==> src/rtl/fetch_ctrl_pkg.sv <==
// Shared definitions for the fetch stage: state encodings, widths and the
// default boot PC.
package fetch_ctrl_pkg;

  localparam int          INST_W           = 32;
  localparam logic [31:0] DEFAULT_RESET_PC = 32'h0000_0000;

  typedef enum logic [1:0] {
    ST_IDLE   = 2'd0,
    ST_RUN    = 2'd1,
    ST_HALTED = 2'd2
  } state_t;

  // Redirect targets are word aligned; the low byte-offset bits are dropped.
  function automatic logic [31:0] align_pc(input logic [31:0] pc);
    return {pc[31:2], 2'b00};
  endfunction

endpackage

==> src/rtl/fetch_buf.sv <==
// Small synchronous FIFO holding {pc, inst} pairs; the head entry is presented
// directly so decode sees a registered value one cycle after the push.
module fetch_buf #(
  parameter int DEPTH = 2,
  parameter int WIDTH = 64
) (
  input  logic             clk,
  input  logic             rst,
  input  logic             push,
  input  logic             pop,
  input  logic             flush,
  input  logic [WIDTH-1:0] din,
  output logic             full,
  output logic             empty,
  output logic [WIDTH-1:0] head
);

  localparam int          AW       = $clog2(DEPTH);
  localparam logic [AW:0] FULL_CNT = (AW+1)'(DEPTH);

  logic [WIDTH-1:0] r_mem [DEPTH];
  logic [AW-1:0]    r_wr_ptr;
  logic [AW-1:0]    r_rd_ptr;
  logic [AW:0]      r_count;

  logic w_pop;
  logic w_push;

  assign full  = (r_count == FULL_CNT);
  assign empty = (r_count == '0);
  assign head  = r_mem[r_rd_ptr];

  // A full buffer still accepts a push when the head leaves in the same cycle.
  assign w_pop  = pop && !empty && !flush;
  assign w_push = push && !flush && (!full || w_pop);

  always_ff @(posedge clk) begin
    if (w_push) begin
      r_mem[r_wr_ptr] <= din;
    end
  end

  always_ff @(posedge clk or posedge rst) begin
    if (rst) begin
      r_wr_ptr <= '0;
      r_rd_ptr <= '0;
      r_count  <= '0;
    end else if (flush) begin
      r_wr_ptr <= '0;
      r_rd_ptr <= '0;
      r_count  <= '0;
    end else begin
      if (w_push) begin
        r_wr_ptr <= r_wr_ptr + 1'b1;
      end
      if (w_pop) begin
        r_rd_ptr <= r_rd_ptr + 1'b1;
      end
      r_count <= r_count + {{AW{1'b0}}, w_push} - {{AW{1'b0}}, w_pop};
    end
  end

endmodule

==> src/rtl/fetch_ctrl.sv <==
// Fetch-stage sequencer: owns the PC, addresses the combinational instruction
// memory and hands {pc, inst} pairs to decode through a small buffer.
module fetch_ctrl
  import fetch_ctrl_pkg::*;
#(
  parameter logic [31:0] RESET_PC = DEFAULT_RESET_PC,
  parameter int          DEPTH    = 2
) (
  input  logic              clk,
  input  logic              rst,
  input  logic              start,
  input  logic              halt,
  input  logic              redirect_valid,
  input  logic [31:0]       redirect_pc,
  output logic [31:0]       imem_addr,
  input  logic [INST_W-1:0] imem_data,
  output logic              if_valid,
  output logic [INST_W-1:0] if_inst,
  output logic [31:0]       if_pc,
  input  logic              if_ready
);

  state_t      r_state;
  state_t      w_state_next;
  logic [31:0] r_pc;

  logic        w_full;
  logic        w_empty;
  logic [63:0] w_head;
  logic        w_pop;
  logic        w_fetch;

  assign w_pop   = !w_empty && if_ready;
  // A redirect suppresses the fetch so the stale pc never enters the buffer.
  assign w_fetch = (r_state == ST_RUN) && !redirect_valid && (!w_full || w_pop);

  always_comb begin
    w_state_next = r_state;
    if (redirect_valid) begin
      if (r_state == ST_RUN && halt) begin
        w_state_next = ST_HALTED;
      end
    end else begin
      case (r_state)
        ST_IDLE:   if (start && !halt) w_state_next = ST_RUN;
        ST_RUN:    if (halt)           w_state_next = ST_HALTED;
        ST_HALTED: if (start && !halt) w_state_next = ST_RUN;
        default:                       w_state_next = ST_IDLE;
      endcase
    end
  end

  always_ff @(posedge clk or posedge rst) begin
    if (rst) begin
      r_state <= ST_IDLE;
      r_pc    <= RESET_PC;
    end else begin
      r_state <= w_state_next;
      if (redirect_valid) begin
        r_pc <= align_pc(redirect_pc);
      end else if (w_fetch) begin
        r_pc <= r_pc + 32'd4;
      end
    end
  end

  fetch_buf #(
    .DEPTH (DEPTH),
    .WIDTH (64)
  ) u_buf (
    .clk   (clk),
    .rst   (rst),
    .push  (w_fetch),
    .pop   (w_pop),
    .flush (redirect_valid),
    .din   ({r_pc, imem_data}),
    .full  (w_full),
    .empty (w_empty),
    .head  (w_head)
  );

  assign imem_addr = {2'b00, r_pc[31:2]};
  assign if_valid  = !w_empty;
  assign if_pc     = w_empty ? 32'h0 : w_head[63:32];
  assign if_inst   = w_empty ? {INST_W{1'b0}} : w_head[31:0];

endmodule
==> config.mk <==
export PLATFORM = sky130hd
export DESIGN_NAME = fetch_ctrl
export DESIGN_NICKNAME = d
export VERILOG_FILES = /design/src/rtl/fetch_ctrl_pkg.sv /design/src/rtl/fetch_buf.sv /design/src/rtl/fetch_ctrl.sv
export SDC_FILE = /design/constraint.sdc
export NUM_CORES = 1
export LEC_CHECK = 0
export ABC_CLOCK_PERIOD_IN_PS = 7800
export CAP_MARGIN = 20
export CORE_UTILIZATION = 53
export CTS_CLUSTER_DIAMETER = 200
export DETAILED_ROUTE_END_ITERATION = 12
export PLACE_DENSITY = 0.85
export REMOVE_ABC_BUFFERS = 1
export SLEW_MARGIN = 20
export SYNTH_ARGS = -nofsm -noshare
export SYNTH_HDL_FRONTEND = slang
export SYNTH_SLANG_ARGS = --single-unit
==> constraint.sdc <==
create_clock -name clk -period 7.8 [get_ports clk]
set_input_delay 0.78 -clock clk [delete_from_list [all_inputs] [get_ports clk]]
set_output_delay 0.78 -clock clk [all_outputs]
set_load 0.02 [all_outputs]
* Yosys cells after proc, flatten, opt, wreduce, memory -nomap -nowiden
Memories as Yosys holds them, arrays and structs flattened.
Index checks and enable logic that the tools add are counted.
** Word-level totals
- Register bits :: 38
- Latch bits :: 0
- Memory bits (writable) :: 128
- Bits in read-only memories :: 0
- Bits of input ports :: 70
- Output and inout port bits :: 97
- Word-level logic and storage cells :: 55
- Memories :: 1
** Memory list
- u_buf.r_mem :: depth 2, bits a word 64, read ports 1, clocked after memory_dff 0, write ports 1, line fetch_buf.sv:21 : logic [WIDTH-1:0] r_mem [DEPTH];
** Operators by class
- Add/subtract/negate cells :: 5
- Multiply operators :: 0
- Div/mod/pow operators :: 0
- $lt $le $gt $ge :: 0
- Equality and inequality tests :: 6
- Shifts and indexed selects :: 0
- Multiplexer cells :: 16
- Bitwise gates (word level) :: 0
- Reductions and logical operators :: 22
** Operators with widths (count)
- 32-bit two-way mux :: 4
- 32-bit by 3-bit adder with 32-bit output (second input constant) :: 1
- 2-bit two-way mux :: 5
- 1-bit logical AND :: 9
- 1-bit two-way mux :: 6
- 2-bit nonzero test :: 3
- 2-bit == test (second input constant) :: 2
- 1-bit logical NOT :: 4
- 2-bit logical NOT :: 2
- 2-bit case mux with 2 select lines :: 1
- 3-bit by 1-bit != test with 1-bit output (second input constant) :: 1
- 3-bit != test (second input constant) :: 1
- 3-bit AND reduction :: 1
- 1-bit adder (second input constant) :: 2
- 2-bit by 1-bit adder with 2-bit output :: 1
- 2-bit by 1-bit == test with 1-bit output (second input constant) :: 1
- 1-bit logical OR :: 2
- 2-bit by 1-bit != test with 1-bit output (second input constant) :: 1
- 2-bit OR reduction :: 1
- 2-bit by 1-bit subtractor with 2-bit output :: 1

* Depth between registers and ports, before layout
Gate-level depths: netlist (run 1).
- Depth after elaboration :: 10
- Depth in mapped cells :: 10
- Gate-level depth less buffers :: 10

* Hierarchy
From an unflattened synthesis (run 1), not the netlist that was laid out.
** Second synthesis, totals
- Cells, all modules :: 553
- Area total of the unflattened synthesis :: 7606.0 µm²
** Modules (own cells, without submodules)
- fetch_buf :: times used 1, cells an instance 229, area each 5097.4 µm², sequential area each 3943.8 µm²
- fetch_ctrl :: times used 1, cells an instance 324, area each 2508.7 µm², sequential area each 800.8 µm²

* Least setup slack after synthesis (run 1)
No wires, ideal clock.
- Kind :: input-to-reg
- From :: in redirect_valid
- To :: mem u_buf.r_mem[0][0], enable pin
- Library setup time :: 0.484 ns
- Arrival time :: 4.268 ns
- Data required time :: 7.316 ns
- Path slack :: 3.048 ns
- Stages on the path :: 4
- Path buffers :: 2
- Path through :: or4b_1 buf_2 clkbuf_1 nor2_1
** On the way
- Cells in the longest elaborated chain, start to end :: 7
- Elaborated cells on any way between the ends :: 9
- Classes of those cells :: mux: 2; reduce/logical: 7
** RTL lines
- start: declaration :: line fetch_ctrl.sv:13 : input logic redirect_valid,
- 1-bit logical NOT * :: line fetch_buf.sv:34, fetch_buf.sv:35, fetch_ctrl.sv:35
- 1-bit logical AND (2 in series) :: line fetch_ctrl.sv:35 : assign w_fetch = (r_state == ST_RUN) && !redirect_valid && (!w_full || w_pop);
- 1-bit logical AND :: line fetch_buf.sv:35 : assign w_push = push && !flush && (!full || w_pop);
- 1-bit logical AND * :: line fetch_buf.sv:35
- 1-bit two-way mux * :: line fetch_buf.sv:38 : if (w_push) begin
- 1-bit two-way mux (implied by the code) * :: line fetch_buf.sv:39 : r_mem[r_wr_ptr] <= din;
- end: declaration :: line fetch_buf.sv:21
Mark *: on every way between the ends. The rest lies on a longest branch, timed or not.

* Worst setup path after layout (run 1)
- From :: in redirect_valid
- To :: mem u_buf.r_mem[1][11], enable pin
The elaborated chain is that of the path after synthesis.

==> results of run 1 <==
## cell type report
| type | count | area (µm²) |
|---|---|---|
| clock inverter | 15 | 111.4 |
| clock buffer | 17 | 425.4 |
| multi-input combinational | 308 | 1984 |
| sequential | 160 | 4628 |
| fill | 830 | 3183 |
| timing repair buffer | 165 | 1639 |
| inverter | 8 | 30.03 |
| tap | 168 | 210.2 |
## layout by cell type (no fill, tap or decap), drive strengths merged, types with 2 or more instances in the layout
cell and n:
inv 12, clkinv 7, dfrtp 36, xor2 5
and3 3, o21ai 9, or3 2, nor2b 2
nand2 38, or4 2, o211ai 9, and2 2
clkdlybuf4s50 160, buf 5, a21oi 5, nor2 77
o221ai 2, conb 4, clkinvlp 4, nand4 8
edfxtp 124, nor3b 2, and4 2, o311ai 13
ha 3, nand3 21, nor3 7, a221o 9
clkbuf 17, mux2i 63, nor4 5
## through the flow
stage                     utilization  setup WS, ns  cell area (µm²)  total power (µW)  hold WS (ns)
after CTS                      0.7393         3.765             9029              2208        0.5345
after floorplan                     -         2.975             6623              1258        0.4644
final                          0.7393         3.775             9029              2197        0.5326
after detailed placement       0.6954         3.343             8492              1467        0.5264
after global routing           0.7393         3.614             9029              2281        0.5643
after global placement         0.6954         3.404             8492              1454        0.5015
## state kept, by name, summed over array words and instances, names as in the netlist
register	cells
r_pc	30
r_state	2
u_buf.r_count	2
u_buf.r_mem	124
u_buf.r_rd_ptr	1
u_buf.r_wr_ptr	1
## cells by family after synthesis
family                     after synthesis  synth area share
buffers and inverters                   36           0.02357
AOI/OAI and AO/OA                       56           0.06386
muxes                                   63           0.09356
DFF                                    160            0.6861
xor gates and xnor gates                 6          0.007796
other                                    1         0.0005564
and+or+nand+nor                        176            0.1190
adders and majority gates                3          0.005570
## worst paths after layout
check | from | end
worst max-delay path | redirect_valid | u_buf.r_mem[1][11]$_DFFE_PP_
worst min-delay path | r_state[0]$_DFFE_PP0P_ | r_state[0]$_DFFE_PP0P_
worst max register to register | u_buf.r_count[1]$_DFF_PP0_ | u_buf.r_mem[1][11]$_DFFE_PP_
worst min register to register | r_state[0]$_DFFE_PP0P_ | r_state[0]$_DFFE_PP0P_
max in group asynchronous | rst | u_buf.r_rd_ptr$_DFFE_PP0P_
min in group asynchronous | rst | r_pc[21]$_DFFE_PP0P_
## power breakdown
group	switching, µW	internal, µW	total (µW)	leakage, µW
logic	209	196	406	0.00124
clock network	337	410	748	0.000257
registers	70.1	974	1040	0.00157
total	617	1580	2200	0.00306
## metal layers
layer | track usage | wire (µm) | share of wire
met1 | 0.2925 | 6229 | 0.40
met2 | 0.4145 | 7763 | 0.50
met3 | 0.05377 | 1121 | 0.073
met4 | 0.1056 | 302 | 0.020
met5 | 0 | 0 | 0
==> impl_metrics.prom, run 1 <==
# TYPE chip_impl_metric gauge
chip_impl_metric{name="grt_first_pass_wirelength",unit="µm"} 23760
chip_impl_info{name="timing.critical_path.cells",value="clkdlybuf4s50_1 > buf_4 > or4b_1 > inv_1 > and2_2 > buf_4"} 1
chip_impl_metric{name="drc",unit=""} 0
chip_impl_metric{name="detail_route.vias_per_cell",unit=""} 5.672
chip_impl_metric{name="antenna_cells_inserted",unit=""} 0
chip_impl_metric{name="layout.nets",unit=""} 733
chip_impl_metric{name="min_delay_path_depth",unit=""} 1
chip_impl_metric{name="post-route-min-period",unit="ns"} 4.025
chip_impl_info{name="yosys-top-cells-area",value="sky130_fd_sc_hd__edfxtp_1 (55%), sky130_fd_sc_hd__dfrtp_1 (13%), sky130_fd_sc_hd__mux2i_1 (9.4%)"} 1
chip_impl_metric{name="grt_start_max_net_pins",unit=""} 64
chip_impl_info{name="cp_common_cell",value="sky130_fd_sc_hd__buf_4"} 1
chip_impl_metric{name="synthesis.area",unit="µm²"} 6740
chip_impl_metric{name="antenna_found_initial",unit=""} 0
chip_impl_info{name="end_kind",value="register"} 1
chip_impl_metric{name="wl_per_cell",unit="µm"} 18.33
chip_impl_metric{name="cts.path.max_buffers",unit=""} 2
chip_impl_metric{name="worst_path_largest_cell_delay",unit="ns"} 0.99
chip_impl_metric{name="synth.yosys.warnings",unit=""} 0
chip_impl_metric{name="synthCells",unit=""} 501
chip_impl_metric{name="cts_repair_resize_count",unit=""} 0
chip_impl_metric{name="numClockSinks",unit=""} 160
chip_impl_metric{name="synth_largest_type_area_fraction",unit=""} 0.5524
chip_impl_metric{name="maxSlewViolCount",unit=""} 0
chip_impl_metric{name="drt_pass1_iterations",unit=""} 5
chip_impl_metric{name="numPlacedInstances",unit=""} 809
chip_impl_metric{name="dp_hpwl",unit="µm"} 9778
chip_impl_metric{name="synth-edff-count",unit=""} 124
chip_impl_metric{name="fin_tns_setup",unit="ns"} 0
chip_impl_metric{name="crit_buf_inv",unit=""} 4
chip_impl_metric{name="clock_skew",unit="ns"} 0.01110
chip_impl_metric{name="vias",unit=""} 4770
chip_impl_info{name="timing.hold.worst.class",value="reg -> reg"} 1
chip_impl_metric{name="clock_buffer_count_from_cts",unit=""} 17
chip_impl_info{name="critPathKind",value="in -> reg"} 1
chip_impl_metric{name="global_route.usage.total",unit=""} 0.2405
chip_impl_metric{name="synth-seq-area-share",unit=""} 0.6861
chip_impl_info{name="start_kind",value="input pin"} 1
chip_impl_metric{name="clock_insertion_delay_worst_skew",unit="ns"} 0.42
chip_impl_metric{name="grt-ovfl-total",unit=""} 0
chip_impl_metric{name="timing.critical_path.depth",unit=""} 6
chip_impl_metric{name="io_buffers",unit=""} 160
chip_impl_metric{name="yosys_register_bits",unit=""} 160
chip_impl_metric{name="worst_slew_margin_rel",unit=""} 0.2460
chip_impl_info{name="cts_tree",value="yes"} 1
chip_impl_info{name="synth_most_common_cell",value="sky130_fd_sc_hd__edfxtp_1"} 1
chip_impl_info{name="post-synth-top-area-cell",value="sky130_fd_sc_hd__edfxtp_1"} 1
chip_impl_metric{name="cap_viol_max_count",unit=""} 0
chip_impl_metric{name="cp_data_required_time",unit="ns"} 7.84
chip_impl_metric{name="core_rows",unit=""} 40
chip_impl_metric{name="cts.clk_slew.worst_paths",unit="ns"} 0.07
chip_impl_metric{name="die_area",unit="µm²"} 13170
chip_impl_metric{name="cts.repair_timing.setup_buffer_count",unit=""} 0
chip_impl_metric{name="clock.fmax",unit="MHz"} 248.4
chip_impl_metric{name="power-per-cell-area",unit="nW/µm²"} 243.4
chip_impl_metric{name="synthToLayoutAreaGrowth",unit="%"} 33.95
chip_impl_metric{name="wirelength",unit="µm"} 15420
chip_impl_metric{name="gp_congestion",unit=""} 0.8116
chip_impl_metric{name="hold_viol",unit=""} 0
chip_impl_metric{name="number_of_library_cell_types_mapped_by_synthesis",unit=""} 49
chip_impl_metric{name="layout-drive-gt1-share",unit=""} 0.06389
chip_impl_info{name="synthFlopType",value="sky130_fd_sc_hd__edfxtp_1"} 1
chip_impl_metric{name="leakage_dissipation",unit="µW"} 0.003063
chip_impl_metric{name="num_io_pins",unit=""} 167
chip_impl_metric{name="floorplan.die.width",unit="µm"} 114.8
chip_impl_metric{name="antenna_violating_nets_post_route",unit=""} 0
chip_impl_metric{name="drtIter0Drc",unit=""} 447
chip_impl_metric{name="synthArstFlopShare",unit=""} 0.2250
chip_impl_metric{name="worst_slew_pin_slew",unit="ns"} 1.131
chip_impl_metric{name="postCtsHoldBufs",unit=""} 0
chip_impl_metric{name="synthesis.area_per_instance",unit="µm²"} 13.45
chip_impl_info{name="ctsRootBufferMaster",value="sky130_fd_sc_hd__clkbuf_16"} 1
chip_impl_metric{name="fin_crit_sh",unit=""} 0.5160
chip_impl_metric{name="htreeDepth",unit=""} 4
chip_impl_info{name="rsz0062_at_grt",value="false"} 1
chip_impl_metric{name="vdd_ir_drop_max",unit="mV"} 0.1178
chip_impl_metric{name="worstRegToRegCells",unit=""} 5
chip_impl_info{name="synthTopCellsByCount",value="sky130_fd_sc_hd__edfxtp_1 (124), sky130_fd_sc_hd__nor2_1 (77), sky130_fd_sc_hd__mux2i_1 (63)"} 1
chip_impl_metric{name="core_area",unit="µm²"} 12210
chip_impl_info{name="status",value="complete, no violations"} 1
chip_impl_metric{name="start_util",unit=""} 0.5519
chip_impl_info{name="cp_max_delay_cell",value="sky130_fd_sc_hd__or4b_1"} 1
chip_impl_metric{name="number_of_global_route_vias_before_repair",unit=""} 4695
chip_impl_metric{name="r2r_slack",unit="ns"} 4.30
chip_impl_info{name="cell_family_with_most_cp_delay",value="buffers and inverters"} 1
chip_impl_metric{name="setup_viol_count_final",unit=""} 0
chip_impl_metric{name="die_height",unit="µm"} 114.8
chip_impl_metric{name="layoutNonFillerInstCount",unit=""} 841
chip_impl_metric{name="cp.arrival",unit="ns"} 4.07
chip_impl_metric{name="path_max_fanout",unit=""} 46
No activity file was read; power rests on OpenSTA's default activity.
==> run 2, diff against run 1 <==
--- a/config.mk
+++ b/config.mk
@@ -5,12 +5,12 @@
 export SDC_FILE = /design/constraint.sdc
 export NUM_CORES = 1
 export LEC_CHECK = 0
-export ABC_CLOCK_PERIOD_IN_PS = 7800
+export ABC_CLOCK_PERIOD_IN_PS = 4200
 export CAP_MARGIN = 20
-export CORE_UTILIZATION = 53
+export CORE_UTILIZATION = 49
 export CTS_CLUSTER_DIAMETER = 200
 export DETAILED_ROUTE_END_ITERATION = 12
-export PLACE_DENSITY = 0.85
+export PLACE_DENSITY = 0.8
 export REMOVE_ABC_BUFFERS = 1
 export SLEW_MARGIN = 20
 export SYNTH_ARGS = -nofsm -noshare
==> constraint.sdc (replaced) <==
create_clock -name clk -period 4.2 [get_ports clk]
set_input_delay 0.42 -clock clk [delete_from_list [all_inputs] [get_ports clk]]
set_output_delay 0.42 -clock clk [all_outputs]
set_load 0.02 [all_outputs]
==> run 2 against run 1 <==
Sequential share of layout area decreased by 0.51 points. Design area increased by 1.0%. Count of clock-buffer cells in the layout increased by 1. Non-clock buffer count increased by 3. Critical path depth unchanged. Global-route usage decreased by 1.5 points. Sequential power increased by 84%. Clock power increased by 93%. Register-to-register slack got worse by 2.9 ns.
==> impl_metrics.prom, run 2 (synthesis gave the netlist of run 1 again) <==
# TYPE chip_impl_metric gauge
chip_impl_info{name="status",value="complete, no violations"} 1
chip_impl_metric{name="cap_viol_max_count",unit=""} 0
chip_impl_info{name="largestRegisters",value="u_buf.r_mem x124, r_pc x30"} 1
chip_impl_metric{name="nFillCells",unit=""} 977
chip_impl_info{name="critPathKind",value="reg -> reg"} 1
chip_impl_metric{name="htreeDepth",unit=""} 4
chip_impl_info{name="start_kind",value="register"} 1
chip_impl_metric{name="num_io_pins",unit=""} 167
chip_impl_metric{name="clock_insertion_delay_worst_skew",unit="ns"} 0.42
chip_impl_metric{name="die_height",unit="µm"} 119.3
chip_impl_metric{name="clock_buffer_count_from_cts",unit=""} 17
chip_impl_metric{name="met2_wirelength",unit="µm"} 7353
chip_impl_metric{name="leakage_dissipation",unit="µW"} 0.003098
chip_impl_metric{name="path_max_fanout",unit=""} 43
chip_impl_info{name="cts_tree",value="yes"} 1
chip_impl_metric{name="synthToLayoutAreaGrowth",unit="%"} 35.29
chip_impl_metric{name="cp.arrival",unit="ns"} 2.92
chip_impl_metric{name="layoutNonFillerInstCount",unit=""} 850
chip_impl_metric{name="post-route-min-period",unit="ns"} 2.818
chip_impl_metric{name="grt-ovfl-total",unit=""} 0
chip_impl_metric{name="cts.path.max_buffers",unit=""} 2
chip_impl_metric{name="die_area",unit="µm²"} 14230
chip_impl_info{name="timing.hold.worst.class",value="in -> async"} 1
chip_impl_metric{name="drtIter0Drc",unit=""} 483
chip_impl_metric{name="clock.fmax",unit="MHz"} 354.8
chip_impl_metric{name="fin_crit_sh",unit=""} 0.6710
chip_impl_info{name="cp_max_delay_cell",value="sky130_fd_sc_hd__and2_2"} 1
chip_impl_metric{name="timing.final.ws_setup",unit="ns"} 1.382
chip_impl_metric{name="grt_start_max_net_pins",unit=""} 64
chip_impl_metric{name="maxSlewViolCount",unit=""} 0
chip_impl_metric{name="wl_per_cell",unit="µm"} 17.76
chip_impl_metric{name="largest_reg_flops",unit=""} 124
chip_impl_metric{name="drt_pass1_iterations",unit=""} 5
chip_impl_metric{name="cts_repair_resize_count",unit=""} 0
chip_impl_info{name="mostFrequentLayoutCells",value="sky130_fd_sc_hd__clkdlybuf4s50_1 (160), sky130_fd_sc_hd__edfxtp_1 (124), sky130_fd_sc_hd__nor2_1 (75)"} 1
chip_impl_info{name="top_sig_layer",value="met4"} 1
chip_impl_metric{name="gp_congestion",unit=""} 0.7753
chip_impl_metric{name="m1WireLength",unit="µm"} 6393
chip_impl_metric{name="cp_data_required_time",unit="ns"} 4.30
chip_impl_metric{name="dp_hpwl",unit="µm"} 9726
chip_impl_metric{name="core_rows",unit=""} 42
chip_impl_metric{name="floorplan.die.width",unit="µm"} 119.3
chip_impl_metric{name="fin_tns_setup",unit="ns"} 0
chip_impl_metric{name="clock_skew",unit="ns"} 0.006328
chip_impl_metric{name="met3RoutedLength",unit="µm"} 1023
chip_impl_metric{name="grt_first_pass_wirelength",unit="µm"} 24190
chip_impl_metric{name="cts.repair_timing.setup_buffer_count",unit=""} 0
chip_impl_metric{name="worst_path_largest_cell_delay",unit="ns"} 0.56
chip_impl_metric{name="placement.setup.worst_slack",unit="ns"} 0.9470
chip_impl_info{name="mostFrequentLayoutCell",value="sky130_fd_sc_hd__clkdlybuf4s50_1"} 1
chip_impl_metric{name="layout.nets",unit=""} 736
chip_impl_metric{name="io_buffers",unit=""} 160
chip_impl_metric{name="cts.clk_slew.worst_paths",unit="ns"} 0.06
chip_impl_info{name="end_kind",value="register"} 1
chip_impl_info{name="ctsRootBufferMaster",value="sky130_fd_sc_hd__clkbuf_16"} 1
chip_impl_metric{name="vias",unit=""} 4738
chip_impl_info{name="max_flop_register",value="u_buf.r_mem"} 1
chip_impl_metric{name="antenna_found_initial",unit=""} 0
chip_impl_metric{name="number_of_global_route_vias_before_repair",unit=""} 4734
chip_impl_metric{name="postCtsHoldBufs",unit=""} 0
chip_impl_metric{name="worst_slew_pin_slew",unit="ns"} 0.9889
chip_impl_metric{name="layout-drive-gt1-share",unit=""} 0.06231
chip_impl_metric{name="detail_route.vias_per_cell",unit=""} 5.574
chip_impl_metric{name="core_area",unit="µm²"} 13350
chip_impl_metric{name="antenna_violating_nets_post_route",unit=""} 0
chip_impl_metric{name="numPlacedInstances",unit=""} 819
chip_impl_metric{name="setup_viol_count_final",unit=""} 0
chip_impl_metric{name="worst_slew_margin_rel",unit=""} 0.3347
chip_impl_metric{name="start_util",unit=""} 0.5050
chip_impl_metric{name="power-per-cell-area",unit="nW/µm²"} 454.5
chip_impl_metric{name="vdd_ir_drop_max",unit="mV"} 0.2572
chip_impl_metric{name="antenna_cells_inserted",unit=""} 0
chip_impl_info{name="timing.critical_path.cells",value="nor3b_1 > or4b_1 > buf_4 > inv_1 > and2_2 > buf_12"} 1
chip_impl_metric{name="wirelength",unit="µm"} 15100
chip_impl_metric{name="global_route.usage.total",unit=""} 0.2254
chip_impl_metric{name="drc",unit=""} 0
chip_impl_metric{name="numClockSinks",unit=""} 160
chip_impl_metric{name="hold_viol",unit=""} 0
chip_impl_info{name="rsz0062_at_grt",value="false"} 1
==> run 2: cell types whose count changed in the layout (fill, tap and decap cells not counted), sizes merged <==
cell / before / now
clkinv: 7 / 8
bufinv: 0 / 2
buf: 5 / 8
clkinvlp: 4 / 2
clkbuf: 17 / 18
inv: 12 / 8
==> run 2: area by class of cell <==
type / instances / area [µm²] / share of cell area
Sequential cell: 160 / 4628 / 0.5075
Multi-Input combinational cell: 308 / 1984 / 0.2176
Timing Repair Buffer: 168 / 1707 / 0.1872
Clock buffer: 18 / 429.2 / 0.04706
Tap cell: 176 / 220.2 / 0.02415
Clock inverter: 12 / 120.1 / 0.01317
Inverter: 8 / 30.03 / 0.003293
==> run 2: layer usage <==
metal,track usage,up-vias
met1,0.2990,2304
met3,0.04789,27
met5,0,-
met2,0.3550,206
li1,-,2201
met4,0.1068,0
==> run 2: stage by stage <==
| step | util | area (µm²) | power (µW) | hold WS, ns |
|---|---|---|---|---|
| 2_1_floorplan | - | 6623 | 2336 | 0.4644 |
| 3_3_place_gp | 0.6400 | 8542 | 2711 | 0.5042 |
| 3_5_place_dp | 0.6400 | 8542 | 2733 | 0.5263 |
| 4_1_cts | 0.6811 | 9091 | 4169 | 0.4168 |
| 5_1_grt | 0.6832 | 9119 | 4302 | 0.4772 |
| 6_report | 0.6832 | 9119 | 4144 | 0.4153 |
==> run 2: final timing paths <==
| check | slack, ns | end | from | cells past startpoint |
|---|---|---|---|---|
| min in group clk | 0.54 | r_state[0]$_DFFE_PP0P_ | r_state[0]$_DFFE_PP0P_ | 1 |
| worst min-delay path | 0.42 | r_state[1]$_DFFE_PP0P_ | rst | 3 |
| worst min register to register | 0.54 | r_state[0]$_DFFE_PP0P_ | r_state[0]$_DFFE_PP0P_ | 1 |
| worst max-delay path | 1.38 | u_buf.r_mem[1][47]$_DFFE_PP_ | u_buf.r_count[1]$_DFF_PP0_ | 6 |
| worst max register to register | 1.38 | u_buf.r_mem[1][47]$_DFFE_PP_ | u_buf.r_count[1]$_DFF_PP0_ | 6 |
| max in group asynchronous | 3.41 | u_buf.r_rd_ptr$_DFFE_PP0P_ | rst | 3 |
==> run 2: power breakdown <==
group	internal, µW	switching (µW)	leakage [µW]
clock network	860	580	0.000267
logic	373	419	0.00127
registers	1810	103	0.00157
==> run 2: critical path, delay by kind of cell (launching register included) <==
family | cells | cell delay, ns
buf+inv | 3 | 0.88
flops | 1 | 0.42
simple gates | 3 | 1.17
==> run 3, diff against run 2 <==
--- a/config.mk
+++ b/config.mk
@@ -5,7 +5,7 @@
 export SDC_FILE = /design/constraint.sdc
 export NUM_CORES = 1
 export LEC_CHECK = 0
-export ABC_CLOCK_PERIOD_IN_PS = 4200
+export ABC_CLOCK_PERIOD_IN_PS = 2800
 export CAP_MARGIN = 20
 export CORE_UTILIZATION = 49
 export CTS_CLUSTER_DIAMETER = 200
==> constraint.sdc (replaced) <==
create_clock -name clk -period 2.8 [get_ports clk]
set_input_delay 0.28 -clock clk [delete_from_list [all_inputs] [get_ports clk]]
set_output_delay 0.28 -clock clk [all_outputs]
set_load 0.02 [all_outputs]
==> run 3 against run 2 <==
Critical endpoint is now if_pc[11]. Final cell count up 1.6%. Count of clock-buffer cells in the layout did not move. Total power up 52%. Largest cell class unchanged. Die area unchanged. Flip-flop and latch count unchanged. Largest power group unchanged. Combinational power is 53% higher.
==> impl_metrics.prom, run 3 (synthesis gave the netlist of run 1 again) <==
# TYPE chip_impl_metric gauge
chip_impl_metric{name="antenna_found_initial",unit=""} 0
chip_impl_info{name="status",value="complete, no violations"} 1
chip_impl_metric{name="leakage_dissipation",unit="µW"} 0.003155
chip_impl_metric{name="p_switching",unit="µW"} 1696
chip_impl_metric{name="postLayoutCoreUtil",unit=""} 0.6918
chip_impl_metric{name="postCtsHoldBufs",unit=""} 0
chip_impl_metric{name="placement.setup.worst_slack",unit="ns"} 0.1245
chip_impl_metric{name="setup_viol_count_final",unit=""} 0
chip_impl_metric{name="clock_power_share",unit=""} 0.353
chip_impl_info{name="critPathKind",value="reg -> out"} 1
chip_impl_metric{name="antenna_cells_inserted",unit=""} 0
chip_impl_metric{name="start_util",unit=""} 0.5050
chip_impl_metric{name="timing.final.ws_setup",unit="ns"} 0.1726
chip_impl_metric{name="clock_skew",unit="ns"} 0.009466
chip_impl_metric{name="switching_share",unit=""} 0.2698
chip_impl_metric{name="stdcell_area",unit="µm²"} 9234
chip_impl_info{name="rsz0062_at_grt",value="false"} 1
chip_impl_metric{name="clock.fmax",unit="MHz"} 380.6
chip_impl_metric{name="nFillCells",unit=""} 986
chip_impl_metric{name="vias",unit=""} 4793
chip_impl_metric{name="detail_route.vias_per_cell",unit=""} 5.547
chip_impl_metric{name="cts.repair_timing.setup_buffer_count",unit=""} 0
chip_impl_metric{name="worst_slew_margin_rel",unit=""} 0.6593
chip_impl_metric{name="drtIter0Drc",unit=""} 353
chip_impl_metric{name="die_area",unit="µm²"} 14230
chip_impl_metric{name="core_area",unit="µm²"} 13350
chip_impl_info{name="mostFrequentLayoutCell",value="sky130_fd_sc_hd__clkdlybuf4s50_1"} 1
chip_impl_metric{name="core_rows",unit=""} 42
chip_impl_metric{name="cts.path.max_buffers",unit=""} 2
chip_impl_metric{name="floorplan.die.width",unit="µm"} 119.3
chip_impl_metric{name="wirelength",unit="µm"} 15330
chip_impl_metric{name="die_height",unit="µm"} 119.3
chip_impl_metric{name="grt_first_pass_wirelength",unit="µm"} 24250
chip_impl_metric{name="vdd_ir_drop_max",unit="mV"} 0.4409
chip_impl_info{name="ctsRootBufferMaster",value="sky130_fd_sc_hd__clkbuf_16"} 1
chip_impl_metric{name="power.share.sequential",unit=""} 0.455
chip_impl_metric{name="number_of_global_route_vias_before_repair",unit=""} 4747
chip_impl_metric{name="synthToLayoutAreaGrowth",unit="%"} 37.00
chip_impl_metric{name="gp_congestion",unit=""} 0.8204
chip_impl_metric{name="power.combinational.fraction",unit=""} 0.192
chip_impl_info{name="end_kind",value="output pin"} 1
chip_impl_metric{name="wl_per_cell",unit="µm"} 17.75
chip_impl_info{name="start_kind",value="register"} 1
chip_impl_metric{name="fin_crit_sh",unit=""} 0.9384
chip_impl_metric{name="antenna_violating_nets_post_route",unit=""} 0
chip_impl_metric{name="power-per-cell-area",unit="nW/µm²"} 680.7
chip_impl_info{name="max_flop_register",value="u_buf.r_mem"} 1
chip_impl_metric{name="total_power",unit="µW"} 6286
chip_impl_metric{name="clock_buffer_count_from_cts",unit=""} 17
chip_impl_metric{name="grt_start_max_net_pins",unit=""} 47
chip_impl_info{name="cts_tree",value="yes"} 1
chip_impl_metric{name="dp_hpwl",unit="µm"} 10110
chip_impl_metric{name="path_max_fanout",unit=""} 16
chip_impl_metric{name="cts.clk_slew.worst_paths",unit="ns"} 0.06
chip_impl_metric{name="grt-ovfl-total",unit=""} 0
chip_impl_metric{name="largest_reg_flops",unit=""} 124
chip_impl_metric{name="htreeDepth",unit=""} 4
chip_impl_metric{name="worst_slew_pin_slew",unit="ns"} 0.5105
chip_impl_metric{name="maxSlewViolCount",unit=""} 0
chip_impl_metric{name="global_route.usage.total",unit=""} 0.2250
chip_impl_metric{name="drc",unit=""} 0
chip_impl_metric{name="post-route-min-period",unit="ns"} 2.627
chip_impl_metric{name="cp.arrival",unit="ns"} 2.35
chip_impl_metric{name="internal_power",unit="µW"} 4589
chip_impl_metric{name="cp_data_required_time",unit="ns"} 2.52
chip_impl_metric{name="fin_worst_hold_slack",unit="ns"} 0.1908
chip_impl_metric{name="layout-drive-gt1-share",unit=""} 0.07849
chip_impl_info{name="timing.hold.worst.class",value="in -> async"} 1
chip_impl_metric{name="layout.nets",unit=""} 748
chip_impl_metric{name="io_buffers",unit=""} 160
chip_impl_metric{name="hold_viol",unit=""} 0
chip_impl_metric{name="numClockSinks",unit=""} 160
chip_impl_metric{name="cts_repair_resize_count",unit=""} 0
chip_impl_metric{name="post_dp_cell_area",unit="µm²"} 8665
chip_impl_metric{name="clock_insertion_delay_worst_skew",unit="ns"} 0.42
chip_impl_info{name="largestRegisters",value="u_buf.r_mem x124, r_pc x30"} 1
chip_impl_metric{name="drt_pass1_iterations",unit=""} 4
chip_impl_metric{name="num_io_pins",unit=""} 167
chip_impl_metric{name="cap_viol_max_count",unit=""} 0
chip_impl_info{name="mostFrequentLayoutCells",value="sky130_fd_sc_hd__clkdlybuf4s50_1 (160), sky130_fd_sc_hd__edfxtp_1 (124), sky130_fd_sc_hd__nor2_1 (75)"} 1
-- run 3: through the flow --
step / setup TNS [ns] / std cells
after floorplan: -172.10 / 476
after global placement: 0 / 832
after detailed placement: 0 / 832
after CTS: 0 / 864
after global routing: 0 / 864
final: 0 / 864
-- run 3: critical path: stages, from the launching register on --
cell and delay [ns]:
sky130_fd_sc_hd__dfrtp_4 0.62, sky130_fd_sc_hd__buf_4 0.38, sky130_fd_sc_hd__mux2i_1 0.12, sky130_fd_sc_hd__nor2_1 0.14, sky130_fd_sc_hd__clkdlybuf4s50_1 0.64
-- run 3: final timing paths --
path / slack (ns) / startpoint / depth (start not counted) / to
hold / removal: 0.19 / rst / 2 / r_state[0]$_DFFE_PP0P_
setup / recovery: 0.17 / u_buf.r_rd_ptr$_DFFE_PP0P_ / 4 / if_pc[11]
setup reg to reg: 0.34 / r_pc[4]$_DFFE_PP0P_ / 5 / r_pc[25]$_DFFE_PP0P_
max in group asynchronous: 2.03 / rst / 3 / r_pc[29]$_DFFE_PP0P_
hold reg to reg: 0.53 / r_state[0]$_DFFE_PP0P_ / 1 / r_state[0]$_DFFE_PP0P_
min in group clk: 0.44 / redirect_pc[11] / 3 / r_pc[11]$_DFFE_PP0P_
-- run 3: layer usage --
| metal | vias to the layer above | wire (µm) | global-route usage |
|---|---|---|---|
| li1 | 2229 | - | - |
| met1 | 2326 | 6559 | 0.2951 |
| met2 | 205 | 7435 | 0.3597 |
| met3 | 33 | 968 | 0.04933 |
| met4 | 0 | 371 | 0.1005 |
| met5 | - | 0 | 0 |
-- run 3: area by class of cell --
type                            instances  area (µm²)  share of cell area
Multi-Input combinational cell        308        1984              0.2149
Clock buffer                           18       429.2             0.04648
Tap cell                              176       220.2             0.02385
Timing Repair Buffer                  180        1802              0.1951
Inverter                                8       30.03            0.003252
Sequential cell                       160        4628              0.5012
Clock inverter                         14       140.1             0.01518
-- run 3: power groups by stage --
stage	Combinational, µW	Clock (µW)	Sequential [µW]
2_1_floorplan	543	0	2960
3_3_place_gp	1190	0	2900
3_5_place_dp	1210	0	2910
4_1_cts	1220	2240	2860
5_1_grt	1280	2340	2880
6_report	1210	2220	2860
